`src/rtl/panel_pkg.sv`:
```
// Shared constants for the LED panel column-scan path.
// Select-code width, blanking code and default panel geometry.
package panel_pkg;

    localparam int SEL_W = 3;
    localparam logic [SEL_W-1:0] BLANK_SEL = 3'b111;

    localparam int NUM_COLS_DEF = 5;
    localparam int NUM_ROWS_DEF = 7;
    localparam int SCAN_DIV_DEF = 50000;
    localparam int BLANK_CYCLES_DEF = 4;

    localparam int FRAME_W_DEF = NUM_COLS_DEF * NUM_ROWS_DEF;

endpackage

```
`src/rtl/scan_timebase.sv`:
```
// Column slot timebase: divider, scan index, blanking and
// frame-wrap strobe, plus look-ahead values for registered outputs.
module scan_timebase
    import panel_pkg::*;
#(
    parameter int NUM_COLS     = NUM_COLS_DEF,
    parameter int SCAN_DIV     = SCAN_DIV_DEF,
    parameter int BLANK_CYCLES = BLANK_CYCLES_DEF
) (
    input  logic             clk,
    input  logic             rst_n,
    output logic [SEL_W-1:0] nxt_idx,
    output logic             nxt_blank,
    output logic             blank,
    output logic             frame_wrap
);

    localparam int CW = (SCAN_DIV > 1) ? $clog2(SCAN_DIV) : 1;
    localparam logic [CW-1:0] LAST_CNT = CW'(SCAN_DIV - 1);
    localparam logic [CW-1:0] BLANK_LIM = CW'(BLANK_CYCLES);
    localparam logic [SEL_W-1:0] LAST_COL = SEL_W'(NUM_COLS - 1);

    logic [CW-1:0]    div_cnt;
    logic [CW-1:0]    nxt_cnt;
    logic [SEL_W-1:0] scan_idx;
    logic             wrap;

    always_comb begin
        wrap       = (div_cnt == LAST_CNT);
        frame_wrap = wrap && (scan_idx == LAST_COL);
        nxt_cnt    = wrap ? '0 : div_cnt + 1'b1;
        nxt_idx    = scan_idx;
        if (wrap) begin
            nxt_idx = (scan_idx == LAST_COL) ? '0 : scan_idx + 1'b1;
        end
        nxt_blank  = (nxt_cnt < BLANK_LIM);
    end

    always_ff @(posedge clk or negedge rst_n) begin
        if (!rst_n) begin
            div_cnt  <= '0;
            scan_idx <= '0;
            blank    <= 1'b1;
        end else begin
            div_cnt  <= nxt_cnt;
            scan_idx <= nxt_idx;
            blank    <= nxt_blank;
        end
    end

endmodule

```
`src/rtl/matrix_scan_controller.sv`:
```
// Column-scan sequencer for the 5x7 LED panel with a double-buffered
// frame, blanking gaps between columns and frame-boundary swaps.
module matrix_scan_controller
    import panel_pkg::*;
#(
    parameter int NUM_COLS     = NUM_COLS_DEF,
    parameter int NUM_ROWS     = NUM_ROWS_DEF,
    parameter int SCAN_DIV     = SCAN_DIV_DEF,
    parameter int BLANK_CYCLES = BLANK_CYCLES_DEF
) (
    input  logic                         clk,
    input  logic                         rst_n,
    input  logic [NUM_COLS*NUM_ROWS-1:0] frame_data,
    input  logic                         frame_valid,
    output logic                         frame_ready,
    output logic [SEL_W-1:0]             scan_sel,
    output logic [NUM_ROWS-1:0]          line_data,
    output logic                         blank,
    output logic                         frame_start
);

    if (NUM_COLS < 2 || NUM_COLS > 7) begin : g_bad_cols
        $error("NUM_COLS must be in 2..7");
    end

    typedef logic [NUM_COLS-1:0][NUM_ROWS-1:0] frame_t;

    frame_t           active_q;
    frame_t           shadow_q;
    frame_t           active_nxt;
    logic [SEL_W-1:0] nxt_idx;
    logic             nxt_blank;
    logic             frame_wrap;
    logic             swap;
    logic             accept;

    scan_timebase #(
        .NUM_COLS     (NUM_COLS),
        .SCAN_DIV     (SCAN_DIV),
        .BLANK_CYCLES (BLANK_CYCLES)
    ) u_timebase (
        .clk        (clk),
        .rst_n      (rst_n),
        .nxt_idx    (nxt_idx),
        .nxt_blank  (nxt_blank),
        .blank      (blank),
        .frame_wrap (frame_wrap)
    );

    // frame_ready doubles as the inverted shadow-full flag
    assign swap       = frame_wrap && !frame_ready;
    assign accept     = frame_valid && frame_ready;
    assign active_nxt = swap ? shadow_q : active_q;

    always_ff @(posedge clk or negedge rst_n) begin
        if (!rst_n) begin
            active_q    <= '0;
            shadow_q    <= '0;
            frame_ready <= 1'b1;
            scan_sel    <= BLANK_SEL;
            line_data   <= '0;
            frame_start <= 1'b0;
        end else begin
            active_q <= active_nxt;
            if (swap) begin
                frame_ready <= 1'b1;
            end else if (accept) begin
                shadow_q    <= frame_data;
                frame_ready <= 1'b0;
            end
            scan_sel    <= nxt_blank ? BLANK_SEL : nxt_idx;
            line_data   <= active_nxt[nxt_idx];
            frame_start <= frame_wrap;
        end
    end

endmodule

```
`config.mk`:
```
export PLATFORM = sky130hd
export DESIGN_NAME = matrix_scan_controller
export DESIGN_NICKNAME = d
export VERILOG_FILES = /design/src/rtl/panel_pkg.sv /design/src/rtl/scan_timebase.sv /design/src/rtl/matrix_scan_controller.sv
export SDC_FILE = /design/constraint.sdc
export NUM_CORES = 1
export LEC_CHECK = 0
export ABC_AREA = 0
export CAP_MARGIN = 20
export CORE_MARGIN = 2
export CORE_UTILIZATION = 45
export DETAILED_ROUTE_END_ITERATION = 8
export PLACE_DENSITY = 0.66
export SLEW_MARGIN = 20
export SYNTH_ARGS = -nofsm -noshare
export SYNTH_HDL_FRONTEND = slang
export SYNTH_SLANG_ARGS = --single-unit
```
`constraint.sdc`:
```
create_clock -name clk -period 3.3 [get_ports clk]
set_clock_uncertainty 0.15 [all_clocks]
set_input_delay 0.825 -clock clk [delete_from_list [all_inputs] [get_ports clk]]
set_output_delay 0.825 -clock clk [all_outputs]
set_load 0.05 [all_outputs]
```
==> metrics.md, run 1 <==
| Metric | Value |
|---|---|
| Status | finished clean |
| R2R Setup Slk | approximately 0.16 ns |
| Routability cong. | 0.917 |
| Main combinational cell family by area after synthesis | multiplexers |
| P_leak | ~0.0025 uW |
| Worst VDD drop | 329 uV |
| Relative slew slack | a little under three fifths |
| Overall Global Routing Usage | 17.6% |
| Setup repair after global routing missed its margin | no |
| Synth Area in Simple Gates | 12.2% |
| Synth Warn # | 0 |
| Pint | about 1800 uW |
| FMAX | 319 MHz |
| Clock Tree Root | clkbuf_8 |
| Routed len/inst | about 17 um |
| Finished Core Util | 55.1% |
| CP Capture Type | flip-flop |
| Area delta synth->final | 19.5% |
| Placed standard-cell area | 5140 um^2 |
| Power share of the combinational group | 5.1% |
| Final Cycle Share | 95.0% |
| Post-CTS Setup Bufs | 0 |
| Max Slew Vio Count | 0 |
| CP required | 3.41 ns |
| Post-CTS sizing | 0 |
| Grt ovf | 0 |
| Max-cap violations | 0 |
| Main synth FF type | dfrtp_1 |
| Nets@finish | 445 |
| I/O pin count | ~50 |
| Max stage delay on crit path | 0.64 ns |
| Final setup margin | approximately 0.16 ns |
| HPWL after detailed placement | 6370 um |
| Post-synth EDFFs | 0 |
| Kind of critical path | reg -> reg |
| Number of buffers added on ports | 50 |
| Final Power | 2280 uW |
| H-tree depth | 3 |
| Multiplexer share of the synthesized area | 18.6% |
| Clk slew on worst S/H paths | 0.11 ns |
| Global-route wire length before repair | between 15,000 and 20,000 um |
| CTS Buf Count | 9 |
| Synth Register Bits | 102 |
| Ys async rst share | 100% |
| N_diodes | 0 |
| Core Rows | 36 |
| CTS tree | built |
| Layout cells sized above 1 | 24.9% |
| Largest net degree at the start of global routing | 50 |
| Die Span X | roughly 100 um |
| Final setup vio count | 0 |
| Placeable Area | just under 10,000 um^2 |
| Gate Count Post-Synth | around 350 |
| Vias/cell | between 5 and 6 |
| Hold Buf Count CTS | 0 |
| Number of nets with antenna violations after routing | 0 |
| Least-Margin Pin Slew | 0.637 ns |
| Sw Pwr | 518 uW |
| Yosys top cell area share | 54.2% |
| Synth Area in Compound Gates | 6.45% |
| Syn Nets | 389 |
| Initial Util | 46.1% |
| Slowest-stage cell, CP | mux2i_2 |
| Worst R2R Start | u_timebase.div_cnt[4] |
| Initial DRC Count | 109 |
| Worst path arrival time | 3.25 ns |
| Reg2reg end | line_data[6] |
| Buf/Inv on CP | 1 |
| Synth Area per Inst | between 10 and 15 um^2 |
| Clock Tree Buf Depth | 2 |
| Routed WL | 9000 um |
| Clk pwr share | 36.6% |
| Finished layout cell area | about 5400 um^2 |
| Adder-cell share of the synthesized area | 0.838% |
| DR DRC count | 0 |
| Clock sink count | ~100 |
| Tmin final | ~3.1 ns |
| Vias | 2,915 |
| Vias in the first global route | 2,951 |
| Top cells by area in the synthesized netlist | dfrtp_1 (54%), mux2_2 (14%), nand3_1 (3.4%), dfstp_2 (2.9%), mux2_4 (2.7%) |
| CP Launch Type | flip-flop |
| First drt pass iteration count | 5 |
| Final hold viol count | 0 |
| Sw Share | 22.7% |
| Die area | 10,800 um^2 |
| Crit. Startpoint | u_timebase.div_cnt[4] |
| Synth area leader | dfrtp_1 |
| Max Fanout on Critical Path | 12 |
| Synthesized cell area | about 4500 um^2 |
| Place WS | roughly 0.23 ns |
| Seq/Total Area, Yosys | 57.1% |
| HP Class | in -> async |
| CP delay by family, top | simple AND/OR/NAND/NOR gates |
| Pwr dens | 425 nW/um^2 |
| Critical path cell sequence | or4b_4, nor4_4, mux2i_2, clkinv_4, mux2i_1, o211ai_1 |
| Seq pwr share | 58.3% |
| Worst R2R Path Depth | 6 |
| Worst skew pair latency | 0.38 ns |
| Total negative setup slack | 0 ns |
| Initial antenna violation count | 0 |
| Synth unique cells | 52 |
| Die Y | a little over 100 um |
| XOR/XNOR Fraction of Synth Area | 2.35% |
[power by group through the flow]
stage	Combinational, uW	Sequential, uW	Clock [uW]
after global routing	131	1330	903
after detailed placement	120	1350	0
after global placement	117	1350	0
after floorplan	43.8	1340	0
final	117	1330	833
after CTS	121	1330	856
[cells in the final DEF (no fill, tap or decap), types with 2 or more instances in the layout]
master / netlist / layout
a21oi_1: 4 / 4
and3_1: 4 / 4
and4_1: 3 / 3
buf_4: 1 / 8
clkbuf_8: 0 / 10
clkdlybuf4s50_1: 0 / 49
clkinv_4: 1 / 4
dfrtp_1: 97 / 97
dfstp_2: 5 / 5
ha_1: 3 / 3
inv_1: 7 / 7
mux2_2: 56 / 56
mux2_4: 8 / 8
mux2i_1: 7 / 7
nand2_1: 21 / 21
nand3_1: 30 / 30
nand4_1: 5 / 5
nor2_1: 12 / 12
nor2b_1: 2 / 2
nor3_1: 3 / 3
nor4b_1: 3 / 3
o211ai_1: 15 / 15
o21ai_0: 11 / 11
xnor2_1: 6 / 6
xor2_1: 6 / 6
[cell type report]
cell class	instances	area, um^2
clock inverters	6	76.3
flip-flops and latches	102	2560
fillers	868	4370
repair buffers	58	571
well taps	133	166
clock buffers	10	138
inverters	8	35.0
multi-input cells	225	1810
[metal layers]
metal	share of wire [%]	vias to the layer above	GRT usage [%]
met3	4.4	18	4.15
met5	0	-	0
li1	-	1379	-
met4	2.0	0	6.37
met1	46	1440	23.6
met2	48	78	28.2
[worst max-delay path by stage]
stage	depth (start not counted)	end	slack, ns
2_1_floorplan	6	line_data[0]	0.57
5_1_grt	6	line_data[3]	0.01
4_1_cts	6	line_data[1]	0.21
6_report	6	line_data[6]	0.16
3_5_place_dp	6	line_data[6]	0.23
3_3_place_gp	7	scan_sel[0]	0.39
[synthesized netlist by cell type, types with 2 or more instances]
cell and count:
nand2_1 21, a21oi_1 4, and4_1 3, xnor2_1 6
mux2i_1 7, and3_1 4, nor3_1 3, nand4_1 5
nor2_1 12, mux2_2 56, dfrtp_1 97, o211ai_1 15
dfstp_2 5, mux2_4 8, clkbuf_1 8, nor2b_1 2
nand3_1 30, ha_1 3, nor4b_1 3, xor2_1 6
o21ai_0 11, inv_1 7, buf_6 3
[cell families after synthesis]
family / count (synthesis)
mux: 72
buf+inv: 21
fa+ha+maj: 3
flops: 102
xor+xnor: 12
simple gates: 96
compound gates: 42
[sequential cells by signal (all words and copies together) (netlist names), 3 cells and up]
register and flops:
u_timebase.div_cnt 16, shadow_q 35, active_q 35, scan_sel 3
line_data 7, u_timebase.scan_idx 3
[through the flow]
step / hold slack [ns] / instances
2_1_floorplan: 0.316 / 348
3_3_place_gp: 0.333 / 526
3_5_place_dp: 0.336 / 526
4_1_cts: 0.314 / 542
5_1_grt: 0.343 / 542
6_report: 0.309 / 542
Note: power is estimated with default switching activity, not from simulation.
==> inputs of run 2 (changes only) <==
--- a/config.mk
+++ b/config.mk
@@ -8,9 +8,9 @@
 export ABC_AREA = 0
 export CAP_MARGIN = 20
 export CORE_MARGIN = 2
-export CORE_UTILIZATION = 45
+export CORE_UTILIZATION = 56
 export DETAILED_ROUTE_END_ITERATION = 8
-export PLACE_DENSITY = 0.66
+export PLACE_DENSITY = 0.8
 export SLEW_MARGIN = 20
 export SYNTH_ARGS = -nofsm -noshare
 export SYNTH_HDL_FRONTEND = slang
==> run 2 against run 1 <==
  * Non-clock buffer count did not move
  * Final cell count decreased by 5.7%
  * Sequential power is essentially flat
  * Power is 3.6% lower
  * Global-route usage up 5.6 points
  * Cell area down 1.2%
  * Critical path depth unchanged
  * Critical endpoint is now line_data[0]
  * Largest cell class unchanged
==> metrics.md, run 2 (synthesis gave the netlist of run 1 again) <==
| Metric | Value |
|---|---|
| Worst skew pair latency | 0.37 ns (was 0.38 ns) |
| Routed WL | 9170 um (was 9000 um) |
| Most common cell after layout, fill and taps aside | dfrtp_1 (unchanged) |
| Final hold viol count | 0 (unchanged) |
| Finished layout cell area | 5290 um^2 (was 5360 um^2) |
| Post-CTS sizing | 0 (unchanged) |
| Final Cycle Share | 91.2% (was 95.0%) |
| Crit path capture | line_data[0] (was line_data[6]) |
| Routability cong. | 0.900 (was 0.917) |
| Initial Util | 58.0% (was 46.1%) |
| Clock Tree Buf Depth | 2 (unchanged) |
| Vias in the first global route | 3,073 (was 2,951) |
| Die area | 8730 um^2 (was 10,800 um^2) |
| Vias/cell | 5.77 (was 5.38) |
| Most frequent cells in the layout | dfrtp_1 (97), mux2_2 (56), clkdlybuf4s50_1 (49), nand3_1 (30), nand2_1 (21) (unchanged) |
| Total negative setup slack | 0 ns (unchanged) |
| Max Fanout on Critical Path | 28 (was 12) |
| Overall Global Routing Usage | 23.2% (was 17.6%) |
| Worst VDD drop | 311 uV (was 329 uV) |
| HPWL after detailed placement | 6610 um (was 6370 um) |
| Clock Tree Root | clkbuf_8 (unchanged) |
| Sw Pwr | 514 uW (was 518 uW) |
| Worst path arrival time | 3.09 ns (was 3.25 ns) |
| I/O pin count | 51 (unchanged) |
| Largest net degree at the start of global routing | 44 (was 50) |
| R2R Setup Slk | 0.29 ns (was 0.16 ns) |
| Global-route wire length before repair | 15,400 um (was 15,100 um) |
| DR DRC count | 0 (unchanged) |
| Least-Margin Pin Slew | 0.589 ns (was 0.637 ns) |
| Nets@finish | 445 (unchanged) |
| Place WS | 0.380 ns (was 0.229 ns) |
| CP Capture Type | flip-flop (unchanged) |
| Power share of the combinational group | 5.3% (was 5.1%) |
| CTS tree | built (unchanged) |
| CP Launch Type | flip-flop (unchanged) |
| First drt pass iteration count | 4 (was 5) |
| Die Y | 93.5 um (was 104 um) |
| Initial antenna violation count | 0 (unchanged) |
| Pwr dens | 415 nW/um^2 (was 425 nW/um^2) |
| N_diodes | 0 (unchanged) |
| Worst R2R Path Depth | 6 (unchanged) |
| Reg2reg end | line_data[0] (was line_data[6]) |
| Core Rows | 32 (was 36) |
| Kind of critical path | reg -> reg (unchanged) |
| Crit. Startpoint | u_timebase.div_cnt[4] (unchanged) |
| Number of nets with antenna violations after routing | 0 (unchanged) |
| Sw Share | 23.4% (was 22.7%) |
| Seq pwr share | 60.5% (was 58.3%) |
| Initial DRC Count | 120 (was 109) |
| Worst R2R Start | u_timebase.div_cnt[4] (unchanged) |
| Filler instances | 562 (was 868) |
| HP Class | in -> async (unchanged) |
| Routed len/inst | 17.9 um (was 16.6 um) |
| Final setup margin | 0.290 ns (was 0.165 ns) |
| CP required | 3.38 ns (was 3.41 ns) |
| Clk slew on worst S/H paths | 0.10 ns (was 0.11 ns) |
| H-tree depth | 3 (unchanged) |
| Area delta synth->final | 18.1% (was 19.5%) |
| Max-cap violations | 0 (unchanged) |
| Worst hold slack | 0.287 ns (was 0.309 ns) |
| P_leak | 0.00253 uW (was 0.00254 uW) |
| Clk pwr share | 34.2% (was 36.6%) |
| Max Slew Vio Count | 0 (unchanged) |
| Clock sink count | 102 (unchanged) |
| Setup repair after global routing missed its margin | no (unchanged) |
| Post-Place Cells | 495 (was 526) |
| Pint | 1680 uW (was 1760 uW) |
| Vias | 2,950 (was 2,915) |
| Placed standard-cell area | 5100 um^2 (was 5140 um^2) |
| Hold Buf Count CTS | 0 (unchanged) |
| Die Span X | 93.5 um (was 104 um) |
| CTS Buf Count | 9 (unchanged) |
| FMAX | 332 MHz (was 319 MHz) |
| Tmin final | 3.01 ns (was 3.14 ns) |
| Layout cells sized above 1 | 24.9% (unchanged) |
| Status | finished clean (unchanged) |
| Final setup vio count | 0 (unchanged) |
| Largest registers | active_q (35), shadow_q (35), u_timebase.div_cnt (16) (unchanged) |
| Grt ovf | 0 (unchanged) |
| Post-CTS Setup Bufs | 0 (unchanged) |
| Relative slew slack | 59.7% (was 56.7%) |
| Final cell count without fillers | 511 (was 542) |
| Placeable Area | 7730 um^2 (was 9730 um^2) |
| Number of buffers added on ports | 50 (unchanged) |
-- run 2: cell count changes in the layout (fill, tap and decap cells not counted), sizes merged --
cell      delta
bufinv       -1
clkinv       -1
clkinvlp     +1
inv          +1
-- run 2: final cells by class --
type | instances | area, um^2 | area share, %
sequential | 102 | 2560 | 48.4
multi-input combinational | 225 | 1810 | 34.2
timing repair buffer | 58 | 571 | 10.8
clock buffer | 10 | 138 | 2.60
tap | 102 | 128 | 2.41
clock inverter | 6 | 50.0 | 0.946
inverter | 8 | 35.0 | 0.662
-- run 2: worst min-delay path by stage --
stage / from / end / slack, ns / cells after the start
after CTS: rst_n / active_q[17] / 0.31 / 1
after global routing: rst_n / shadow_q[17] / 0.33 / 1
after detailed placement: active_q[23] / active_q[23] / 0.33 / 1
final: rst_n / u_timebase.div_cnt[14] / 0.29 / 1
after global placement: active_q[9] / active_q[9] / 0.33 / 1
after floorplan: u_timebase.div_cnt[0] / u_timebase.div_cnt[0] / 0.32 / 1
-- run 2: power groups by stage --
stage	Sequential [uW]	Combinational, uW	Clock, uW
final	1330	117	750
after global routing	1330	131	830
after CTS	1330	121	767
after detailed placement	1350	121	0
after global placement	1350	116	0
after floorplan	1340	43.8	0
-- run 2: layer usage --
metal	up-vias	part of all wire (%)	track usage, %
li1	1371	-	-
met1	1497	43	30.5
met2	70	51	38.7
met3	12	4.2	5.16
met4	0	1.6	6.99
met5	-	0	0
-- run 2: critical path, cell delays in order (launching register included) --
cell and delay (ns):
dfrtp_1 0.51, or4b_4 0.62, nor3_4 0.39, nand2_4 0.34, mux2_2 0.42, mux2i_1 0.28, o211ai_1 0.16
-- run 2: through the flow --
stage,power (uW),utilization (%)
after detailed placement,1470,66.0
after CTS,2220,68.5
final,2200,68.5
after global routing,2300,68.5
after global placement,1470,66.0
after floorplan,1380,-
==> inputs of run 3 (changes only) <==
--- a/config.mk
+++ b/config.mk
@@ -11,7 +11,6 @@
 export CORE_UTILIZATION = 56
 export DETAILED_ROUTE_END_ITERATION = 8
 export PLACE_DENSITY = 0.8
-export SLEW_MARGIN = 20
 export SYNTH_ARGS = -nofsm -noshare
 export SYNTH_HDL_FRONTEND = slang
 export SYNTH_SLANG_ARGS = --single-unit
==> results of run 3 <==
Final layout, timing and power as in run 2 (identical DEF).
